### config.mk
export PLATFORM = sky130hd
export DESIGN_NAME = cache_arbiter
export DESIGN_NICKNAME = d
export VERILOG_FILES = /design/src/rtl/cache_types_pkg.sv /design/src/rtl/arb_grant_sel.sv /design/src/rtl/cache_arbiter.sv
export SDC_FILE = /design/constraint.sdc
export NUM_CORES = 1
export LEC_CHECK = 0
export BUFFER_PORTS_ARGS = -buffer_cell sky130_fd_sc_hd__buf_4
export CAP_MARGIN = 20
export CORE_AREA = 2 2 542 544
export DETAILED_ROUTE_END_ITERATION = 7
export DIE_AREA = 0 0 544 546
export PLACE_DENSITY = 0.3
export SLEW_MARGIN = 15
export SYNTH_ARGS = -nofsm -noshare
export SYNTH_HDL_FRONTEND = slang
export SYNTH_SLANG_ARGS = --single-unit
### constraint.sdc
create_clock -name clk -period 1.6 [get_ports clk]
set_input_delay 0.32 -clock clk [delete_from_list [all_inputs] [get_ports clk]]
set_output_delay 0.32 -clock clk [all_outputs]
set_load 0.05 [all_outputs]
### src/rtl/cache_types_pkg.sv
// Types and constants shared by the I/D cache-to-memory arbiter.
package cache_types_pkg;

  localparam int LINE_WIDTH = 256;
  localparam int OFS        = 5;

  typedef enum logic [1:0] {
    IDLE    = 2'd0,
    SERVE_I = 2'd1,
    SERVE_D = 2'd2
  } arb_state_e;

  typedef enum logic {
    REQ_I = 1'b0,
    REQ_D = 1'b1
  } requester_e;

endpackage

### src/rtl/arb_grant_sel.sv
// Picks the winner between the I- and D-cache pending bits.
// A tie goes to whichever requester was not granted last.
module arb_grant_sel
  import cache_types_pkg::*;
(
  input  logic       i_pend,
  input  logic       d_pend,
  input  requester_e last_grant,
  output requester_e winner
);

  always_comb begin
    winner = REQ_I;
    if (i_pend && d_pend)
      winner = (last_grant == REQ_I) ? REQ_D : REQ_I;
    else if (d_pend)
      winner = REQ_D;
  end

endmodule

### src/rtl/cache_arbiter.sv
// Shares one line-granular memory port between the L1 I-cache and D-cache.
// Define ARB_ROUND_ROBIN_EN for round-robin ties; otherwise the D-cache always wins a tie.
module cache_arbiter
  import cache_types_pkg::*;
#(
  parameter int ADDR_WIDTH = 32,
  parameter int LINE_WIDTH = 256
) (
  input  logic                  clk,
  input  logic                  rst,
  input  logic [ADDR_WIDTH-1:0] icache_address,
  input  logic                  icache_read,
  output logic [LINE_WIDTH-1:0] icache_rdata,
  output logic                  icache_resp,
  input  logic [ADDR_WIDTH-1:0] dcache_address,
  input  logic                  dcache_read,
  input  logic                  dcache_write,
  input  logic [LINE_WIDTH-1:0] dcache_wdata,
  output logic [LINE_WIDTH-1:0] dcache_rdata,
  output logic                  dcache_resp,
  output logic [ADDR_WIDTH-1:0] pmem_address,
  output logic                  pmem_read,
  output logic                  pmem_write,
  output logic [LINE_WIDTH-1:0] pmem_wdata,
  input  logic [LINE_WIDTH-1:0] pmem_rdata,
  input  logic                  pmem_resp
);

  localparam logic [ADDR_WIDTH-1:0] OFS_MASK = ADDR_WIDTH'(LINE_WIDTH / 8 - 1);

  arb_state_e            state;
  requester_e            winner;
  requester_e            last_grant;
  logic                  req_read;
  logic                  req_write;
  logic [ADDR_WIDTH-1:0] req_address;
  logic [LINE_WIDTH-1:0] req_wdata;
  logic                  i_pend;
  logic                  d_pend;

  assign i_pend = icache_read;
  assign d_pend = dcache_read | dcache_write;

  arb_grant_sel u_grant_sel (
    .i_pend     (i_pend),
    .d_pend     (d_pend),
    .last_grant (last_grant),
    .winner     (winner)
  );

  always_ff @(posedge clk) begin
    if (rst) begin
      state       <= IDLE;
      req_read    <= 1'b0;
      req_write   <= 1'b0;
      req_address <= '0;
      req_wdata   <= '0;
    end else begin
      case (state)
        IDLE: begin
          if (winner == REQ_D && d_pend) begin
            state       <= SERVE_D;
            // A write-back beats a simultaneous fill so the strobes stay exclusive.
            req_write   <= dcache_write;
            req_read    <= dcache_read & ~dcache_write;
            req_address <= dcache_address & ~OFS_MASK;
            req_wdata   <= dcache_wdata;
          end else if (i_pend) begin
            state       <= SERVE_I;
            req_write   <= 1'b0;
            req_read    <= 1'b1;
            req_address <= icache_address & ~OFS_MASK;
            req_wdata   <= '0;
          end
        end
        SERVE_I, SERVE_D: begin
          if (pmem_resp) begin
            state     <= IDLE;
            req_read  <= 1'b0;
            req_write <= 1'b0;
          end
        end
        default: state <= IDLE;
      endcase
    end
  end

`ifdef ARB_ROUND_ROBIN_EN
  always_ff @(posedge clk) begin
    if (rst)
      last_grant <= REQ_I;
    else if (state == IDLE && (i_pend || d_pend))
      last_grant <= winner;
  end
`else
  // Pretending I was always granted last makes every tie go to D.
  assign last_grant = REQ_I;
`endif

  assign pmem_read    = req_read;
  assign pmem_write   = req_write;
  assign pmem_address = req_address;
  assign pmem_wdata   = req_wdata;

  assign icache_rdata = pmem_rdata;
  assign dcache_rdata = pmem_rdata;
  assign icache_resp  = ~rst & pmem_resp & (state == SERVE_I);
  assign dcache_resp  = ~rst & pmem_resp & (state == SERVE_D);

endmodule

# Word level (Yosys, flattened, before mapping)

Index checks and enable logic that the tools add are counted.

Equal/unequal tests: 4
Mux-type cells: 17
Bitwise logic cells: 7
Reductions and logical operators: 9

Operator list:

| cell                                           | number |
|---|---|
| two-way mux 256 bit                            | 2 |
| two-way mux 32 bit                             | 2 |
| two-way mux 1 bit                              | 7 |
| two-way mux 2 bit                              | 3 |
| bitwise AND 1 bit                              | 4 |
| one-hot mux 1 bit (2 select lines)             | 2 |
| one-hot mux 2 bit (2 select lines)             | 1 |
| AND reduction 2 bit                            | 2 |
| nonzero test 2 bit                             | 2 |
| != test 3 bit (second input constant)          | 1 |
| AND reduction 3 bit                            | 1 |
| == test 2 x 1 -> 1 bit (second input constant) | 1 |
| == test 2 bit (second input constant)          | 1 |
| logical AND 1 bit                              | 2 |
| logical NOT 2 bit                              | 1 |
| != test 2 bit (second input constant)          | 1 |
| inverter 1 bit                                 | 2 |
| OR reduction 2 bit                             | 1 |
| bitwise OR 1 bit                               | 1 |

Flip-flop bits (word level): 292
Output and inout bits: 804
Word-level logic and storage cells: 42

# Logic depth before layout (Yosys ltp)

Gate-level depths: netlist of run 1.

Word-level depth: 6
Depth in mapped cells: 8
Gate-level depth less buffers: 5

# Hierarchy

From an unflattened synthesis of run 1, not the netlist that was laid out.

Cells, all modules: 1,310
Area, all modules: 13,339.0 um^2

By module, submodules not included:

| module        | times used | cells an instance | area an instance (um^2) | sequential area each (um^2) |
|---|---|---|---|---|
| cache_arbiter | 1          | 1,309             | 13,327.8                | 5,745.5 |
| arb_grant_sel | 1          | 1                 | 11.3                    | 0.0 |

# Worst setup path before layout of run 1

OpenSTA, ideal clock, no wires.

Path kind: reg-to-reg
Start point: register state[0]
End point: register req_read (netlist: pmem_read)
Setup time: 0.070 ns
Arrival: 1.466 ns
Required time: 1.530 ns
Path slack: 0.064 ns
Cell stages (with the launch flop): 6
Clock period less this slack: 1.536 ns
Cells stage by stage: dfxtp_1 -> inv_1 -> ha_1 -> mux2i_1 -> or4_1 -> a21oi_1

Longest elaborated chain between the ends: 4
Elaborated cells between the ends (all ways): 9
Classes of those cells: 4 x eq/ne; 1 x mux; 4 x reduce/logical

Ends and longest elaborated chain:

| element                                                              | RTL line            | RTL |
|---|---|---|
| start, declared                                                      | cache_arbiter.sv:31 | `arb_state_e state;` |
| start signal, assigned                                               | cache_arbiter.sv:53 | `state <= IDLE;` |
| start signal, assigned                                               | cache_arbiter.sv:62 | `state <= SERVE_D;` |
| start signal, assigned                                               | cache_arbiter.sv:69 | `state <= SERVE_I;` |
| == test 2 x 1 -> 1 bit or == test 2 bit (tied branches)              | cache_arbiter.sv:59 | `case (state)` |
| OR reduction 2 bit                                                   | cache_arbiter.sv:59 |  |
| != test 2 bit (no source line) or nonzero test 2 bit (tied branches) | n/a                 |  |
| AND reduction 3 bit (no source line)                                 | n/a                 |  |
| end signal, assigned                                                 | cache_arbiter.sv:65 | `req_read <= dcache_read & ~dcache_write;` |
| end, declared                                                        | cache_arbiter.sv:34 | `logic req_read;` |

Parallel ways exist; a longest one is shown, timed or not.
A chain may end at the register's enable or synchronous reset.

# Final worst setup path of run 1

Start point: register state[1]
End point: output icache_resp

Longest elaborated chain between the ends: 2

Ends and longest elaborated chain:

| element                | RTL line             | RTL |
|---|---|---|
| == test 2 x 1 -> 1 bit | cache_arbiter.sv:107 | `assign icache_resp = ~rst & pmem_resp & (state == SERVE_I);` |
| bitwise AND 1 bit      | cache_arbiter.sv:107 |  |
| end, declared          | cache_arbiter.sv:14  | `output logic icache_resp,` |

Every way passes these cells.

==> results of run 1 <==
## path summary, 6_finish.rpt
check	to	slack, ns	depth (start not counted)
min reg2reg	pmem_wdata[183]	0.47	1
max	icache_resp	-0.38	5
min	state[0]	0.08	4
max reg2reg	pmem_wdata[115]	-0.20	10
## power breakdown
group | total [µW] | switching, µW | internal, µW
Combinational | 10700 | 6410 | 4270
Clock | 9600 | 4120 | 5480
Sequential | 8690 | 650 | 8040
## metrics by stage
step / total power, µW / area, µm² / setup TNS, ns / hold WS [ns] / setup WS [ns]
final: 28960 / 25830 / -32.65 / 0.07569 / -0.3821
after global routing: 30340 / 25820 / -53.79 / 0.04183 / -0.4734
after CTS: 29380 / 25240 / -39.61 / 0.006780 / -0.4720
after detailed placement: 17240 / 18900 / -27.38 / 0.4557 / -0.1636
after global placement: 17270 / 18900 / -27.34 / 0.4579 / -0.1766
after floorplan: 16330 / 13200 / 0 / 0.4526 / 0.06404
## what timing repair did
action                     4_1_cts  5_1_grt
gates cloned                    16       15
setup endpoints to repair      464      448
pin swaps                       40       43
setup buffers                   22        7
resized for setup              357       52
hold endpoints to repair       284        0
hold buffers                   311        0
## area by class of cell
type	count	area share, %
clock buffers	54	4.475
flip-flops and latches	287	22.75
multi-input cells	395	11.96
clock inverters	22	0.8573
diodes	6	0.05812
inverters	3	0.04359
repair buffers	1040	40.87
well taps	3919	18.98
## state kept, by name, indices dropped and copies added (netlist names)
name and cells:
pmem_wdata 256, pmem_address 27, state 2, pmem_read 1, pmem_write 1
## kinds of logic (layout without fill, tap and decap cells)
family                   Yosys count  after routing
AND/OR/NAND/NOR                   67             67
AO/OA/AOI/OAI                    319            319
multiplexers                       1              1
adder cells (fa/ha/maj)            3              3
flip-flops                       287            287
other                              1             11
buffers and inverters            595           1119
## per-layer routing
metal | share of wire, % | up-vias
li1 | - | 4974
met1 | 27 | 5368
met2 | 46 | 1174
met3 | 22 | 419
met4 | 4.9 | 10
met5 | 0.31 | -
## Yosys cell counts
| cell | n | area, µm² |
|---|---|---|
| nor3b_2 | 1 | 12.51 |
| and3b_1 | 2 | 17.52 |
| o21ai_0 | 30 | 150.1 |
| dfxtp_1 | 287 | 5746 |
| nand2_1 | 27 | 101.4 |
| a22o_1 | 256 | 2242 |
| nor2_1 | 28 | 105.1 |
| nand2b_1 | 1 | 6.260 |
| nor3_1 | 1 | 5.000 |
| a311oi_1 | 27 | 236.5 |
| ha_1 | 3 | 37.54 |
| mux2i_1 | 1 | 10.01 |
| nor4b_1 | 1 | 8.760 |
| a21oi_1 | 4 | 20.02 |
| nor2b_1 | 3 | 18.77 |
| buf_6 | 23 | 259.0 |
| conb_1 | 1 | 3.750 |
| o41ai_1 | 1 | 8.760 |
| buf_4 | 523 | 3926 |
| nor2_8 | 1 | 20.02 |
| inv_1 | 3 | 11.26 |
| buf_2 | 33 | 165.2 |
| o31a_1 | 1 | 8.760 |
| or4_1 | 1 | 7.510 |
| nand3b_1 | 1 | 7.510 |
| clkbuf_1 | 13 | 48.80 |
## critical path: cells and delay by family, from the launching register on
family / cells / cell delay (ns)
flip-flops: 1 / 0.33
adder cells (fa/ha/maj): 1 / 0.14
AND/OR/NAND/NOR: 1 / 0.23
buffers and inverters: 3 / 0.31
==> reports/metrics.csv, run 1 <==
metric,value,unit
WL/cell,26.24,µm
clk slew on worst S/H paths,0.06,ns
CP peak stage delay,0.33,ns
CTS buffer count,42,
Rel. slew slack,61.57,%
Max Fclk,0.5045,GHz
Multi-input gate area,3090,µm²
Vias,11945,
largest net degree at the start of global routing,55,
GRT met1 Usage,7.164,%
total power divided by cell area,1121,nW/µm²
Port Buf Inserts,602,
clock tree sinks,287,
CP cell instances,inv_2 > buf_6 > ha_4 > and3b_2 > buf_12,
CP Capture Type,output pin,
Setup WS post-layout,-0.3821,ns
Period minus WS final,1.982,ns
# rows,199,
HPWL Detailed,131100,µm
Post-Synth Adder-Cell Area,0.2847,%
worst vdd ir,701.0,µV
Worst-Margin Slew,0.5685,ns
Simple-Gate Fraction of Synth Area,2.354,%
via-per-instance ratio,2.086,
Iter 0 DRT Violations,696,
Compound-Gate Fraction of Synth Area,20.22,%
"Slew Viols, Final",0,
skew final,0.05906,ns
GR Util All Layers,9.561,%
failing checks,setup timing,
critical path startpoint,state[1],
first-pass GRT wire length,173500,µm
Die H,546,µm
Pre-Repair DR Iteration Count,5,
share of cells above drive strength 1,48.92,%
HP Start,pmem_resp,
#FFs+latches synth,287,
Tcrit/Tclk final,123.9,%
CTS tree,built,
Worst Path Arrival,1.66,ns
final core occ,8.845,%
critical path type,reg2out,
min-delay worst type,in2reg,
Worst path slowest cell,dfxtp_2,
Syn. warnings,0,
"Net count, final",2354,
status,finished with violations,
"most common cell after layout, fill and taps aside",buf_4,
Layout area overhead,95.94,%
WL final,150200,µm
Finished Layout Cells,5726,
Worst R2R Start,state[1],
Synth Cell Area,13180,µm²
IO Pins,1386,
initial antenna violation count,92,
routability-driven placement congestion ratio,0.7224,
proportion of synthesized area in mux cells,0.07592,%
most frequent cells in the layout,"buf_4, dlygate4sd3_1, a22o_1",
Avg Inst Size Synth,10.36,µm²
Routed Antenna Nets,0,
Cell variety after synth,26,
# H-tree levels,2,
met3 usage,9.660,%
worst skew pair latency,0.65,ns
Register Area,5877,µm²
maxcap violations,0,
vias in the first global route,12133,
crit-path max FO,2,
Root Buffer,clkbuf_16,
largest family of logic cells by synthesized area,buffers and inverters,
total grt overflow,0,
die area,297000,µm²
post-synthesis sequential area ratio,43.58,%
Die Wd,544,µm
Initial Util,4.514,%
worst endpoint required time,1.28,ns
Hold Fails Final Rpt,0,
static leakage,0.009757,µW
M2 GR Usage,15.91,%
XOR/XNOR Fraction of Synth Area,0,%
Core ar.,292100,µm²
Final setup viols,274,
Cells after DPL,5277,
filler instances,33838,
busiest grt layer,met2,
drt drc,0,
crit start category,flip-flop,
Clock Path Buffers,3,
RSZ-0062 raised after global routing,true,
instance count of the mapped netlist,1273,
Power figures use the tool's default switching activity.
==> run 2, diff against run 1 <==
--- a/config.mk
+++ b/config.mk
@@ -15,3 +15,4 @@
 export SYNTH_ARGS = -nofsm -noshare
 export SYNTH_HDL_FRONTEND = slang
 export SYNTH_SLANG_ARGS = --single-unit
+export TNS_END_PERCENT = 5
==> run 2 against run 1 <==
Net effect: the run still ends with setup timing left; final cell count decreased by 0.79%; critical path depth unchanged; clock power about the same; maximum frequency decreased by 0.50%; non-clock buffer count decreased by 43; critical endpoint unchanged; highest routed layer unchanged.
==> reports/metrics.csv, run 2 (synthesized netlist as in run 1, its figures left out) <==
metric,value,unit
total grt overflow,0,
Routed Antenna Nets,0,
Reg power frac,30.8,%
Max Fclk,0.5020,GHz
Worst R2R Start,state[1],
total power divided by cell area,1108,nW/µm²
GR Util All Layers,9.333,%
clk slew on worst S/H paths,0.06,ns
crit-path max FO,2,
Worst Path Arrival,1.67,ns
uppermost layer routed,met5,
Pre-Repair DR Iteration Count,5,
"Net count, final",2311,
via-per-instance ratio,2.055,
Layout area overhead,97.48,%
Period minus WS final,1.992,ns
static leakage,0.009619,µW
"most common cell after layout, fill and taps aside",buf_4,
largest net degree at the start of global routing,55,
worst endpoint required time,1.28,ns
switching share of power,38.13,%
critical path capture point,icache_resp,
"Slew Viols, Final",0,
Switch Pwr,11000,µW
Vias,11677,
Clock power frac,33.2,%
critical path type,reg2out,
M1 WL,38910,µm
Port Buf Inserts,602,
Root Buffer,clkbuf_16,
skew final,0.05921,ns
Worst R2R Setup Slack,-0.15,ns
Finished Layout Cells,5681,
vias in the first global route,11907,
CTS buffer count,42,
Core ar.,292100,µm²
initial antenna violation count,93,
Reg2Reg Depth,8,
Met2 Routed Length,67040,µm
Final setup viols,232,
most frequent cells in the layout,"buf_4, dlygate4sd3_1, a22o_1",
critical path startpoint,state[1],
die area,297000,µm²
worst skew pair latency,0.64,ns
routability-driven placement congestion ratio,0.7224,
Comb pwr share,36.0,%
drt drc,0,
Die H,546,µm
CTS tree,built,
filler instances,33788,
Initial Util,4.514,%
clock tree sinks,287,
WL/cell,25.72,µm
Setup TNS Final,-21.15,ns
worst r2r dst,pmem_wdata[15],
WL final,146100,µm
status,finished with violations,
first-pass GRT wire length,169700,µm
met3 wire length,32480,µm
min-delay worst type,in2reg,
Cells after DPL,5277,
maxcap violations,0,
share of cells above drive strength 1,53.75,%
internal power,17850,µW
crit start category,flip-flop,
HPWL Detailed,131100,µm
failing checks,setup timing,
Die Wd,544,µm
# H-tree levels,2,
HP Start,pmem_resp,
Clock Path Buffers,3,
dpl ws,-0.1636,ns
Iter 0 DRT Violations,624,
Tcrit/Tclk final,124.5,%
max FFs per register,256,
Setup WS post-layout,-0.3920,ns
CP Capture Type,output pin,
# rows,199,
Hold Fails Final Rpt,0,
worst vdd ir,701.6,µV
IO Pins,1386,
RSZ-0062 raised after global routing,true,
## run 2: worst min path at each step
stage	endpoint	slack, ns	cells past startpoint
after floorplan	pmem_wdata[227]	0.45	1
after global placement	pmem_wdata[207]	0.46	1
after detailed placement	pmem_wdata[73]	0.46	1
after CTS	state[0]	0.007	4
after global routing	state[0]	0.04	4
final	state[0]	0.08	4
## run 2: metrics by stage
stage | instance area, µm² | utilization, % | power, µW | hold slack [ns]
finish | 26040 | 8.914 | 28850 | 0.08218
global route | 26030 | 8.913 | 30260 | 0.04290
CTS | 25690 | 8.797 | 29500 | 0.006780
detailed placement | 18900 | 6.472 | 17240 | 0.4557
global placement | 18900 | 6.472 | 17270 | 0.4579
floorplan | 13200 | - | 16330 | 0.4526
## run 2: layout make-up
cell class                      count  area [µm²]  area share, %
Tap cell                         3919        4903          18.83
Clock buffer                       54        1156          4.441
Clock inverter                     22       221.5         0.8506
Timing Repair Buffer              997       10600          40.71
Multi-Input combinational cell    395        3097          11.89
Inverter                            3       11.26        0.04325
Sequential cell                   287        6037          23.19
Antenna cell                        4       10.01        0.03845
## run 2: routing by layer
layer / vias to the layer above / GRT usage, %
li1: 4876 / -
met1: 5188 / 6.949
met5: - / 0.5519
met4: 8 / 3.850
met3: 421 / 9.594
met2: 1184 / 15.47
## run 2: worst max-delay path, cell delays in order, from the launching register on
cell and delay, ns:
dfxtp_2 0.34, inv_2 0.04, buf_6 0.11, ha_4 0.14
and3b_2 0.23, buf_12 0.16
## run 2: timing repair
| item | in CTS | in global routing |
|---|---|---|
| hold buffers | 311 | 0 |
| pin swaps | 6 | 40 |
| endpoints found under the hold margin | 284 | 0 |
| gates resized for setup | 688 | 47 |
| gates cloned | 0 | 7 |
| endpoints found under the setup margin | 464 | 331 |
| buffers inserted | 3 | 4 |
## run 2: power groups by stage
stage / registers, µW / logic (µW) / clock network (µW)
floorplan: 11300 / 4980 / 0
global placement: 8670 / 8600 / 0
detailed placement: 8670 / 8570 / 0
CTS: 8900 / 10600 / 10000
global route: 9000 / 11000 / 10200
finish: 8890 / 10400 / 9570
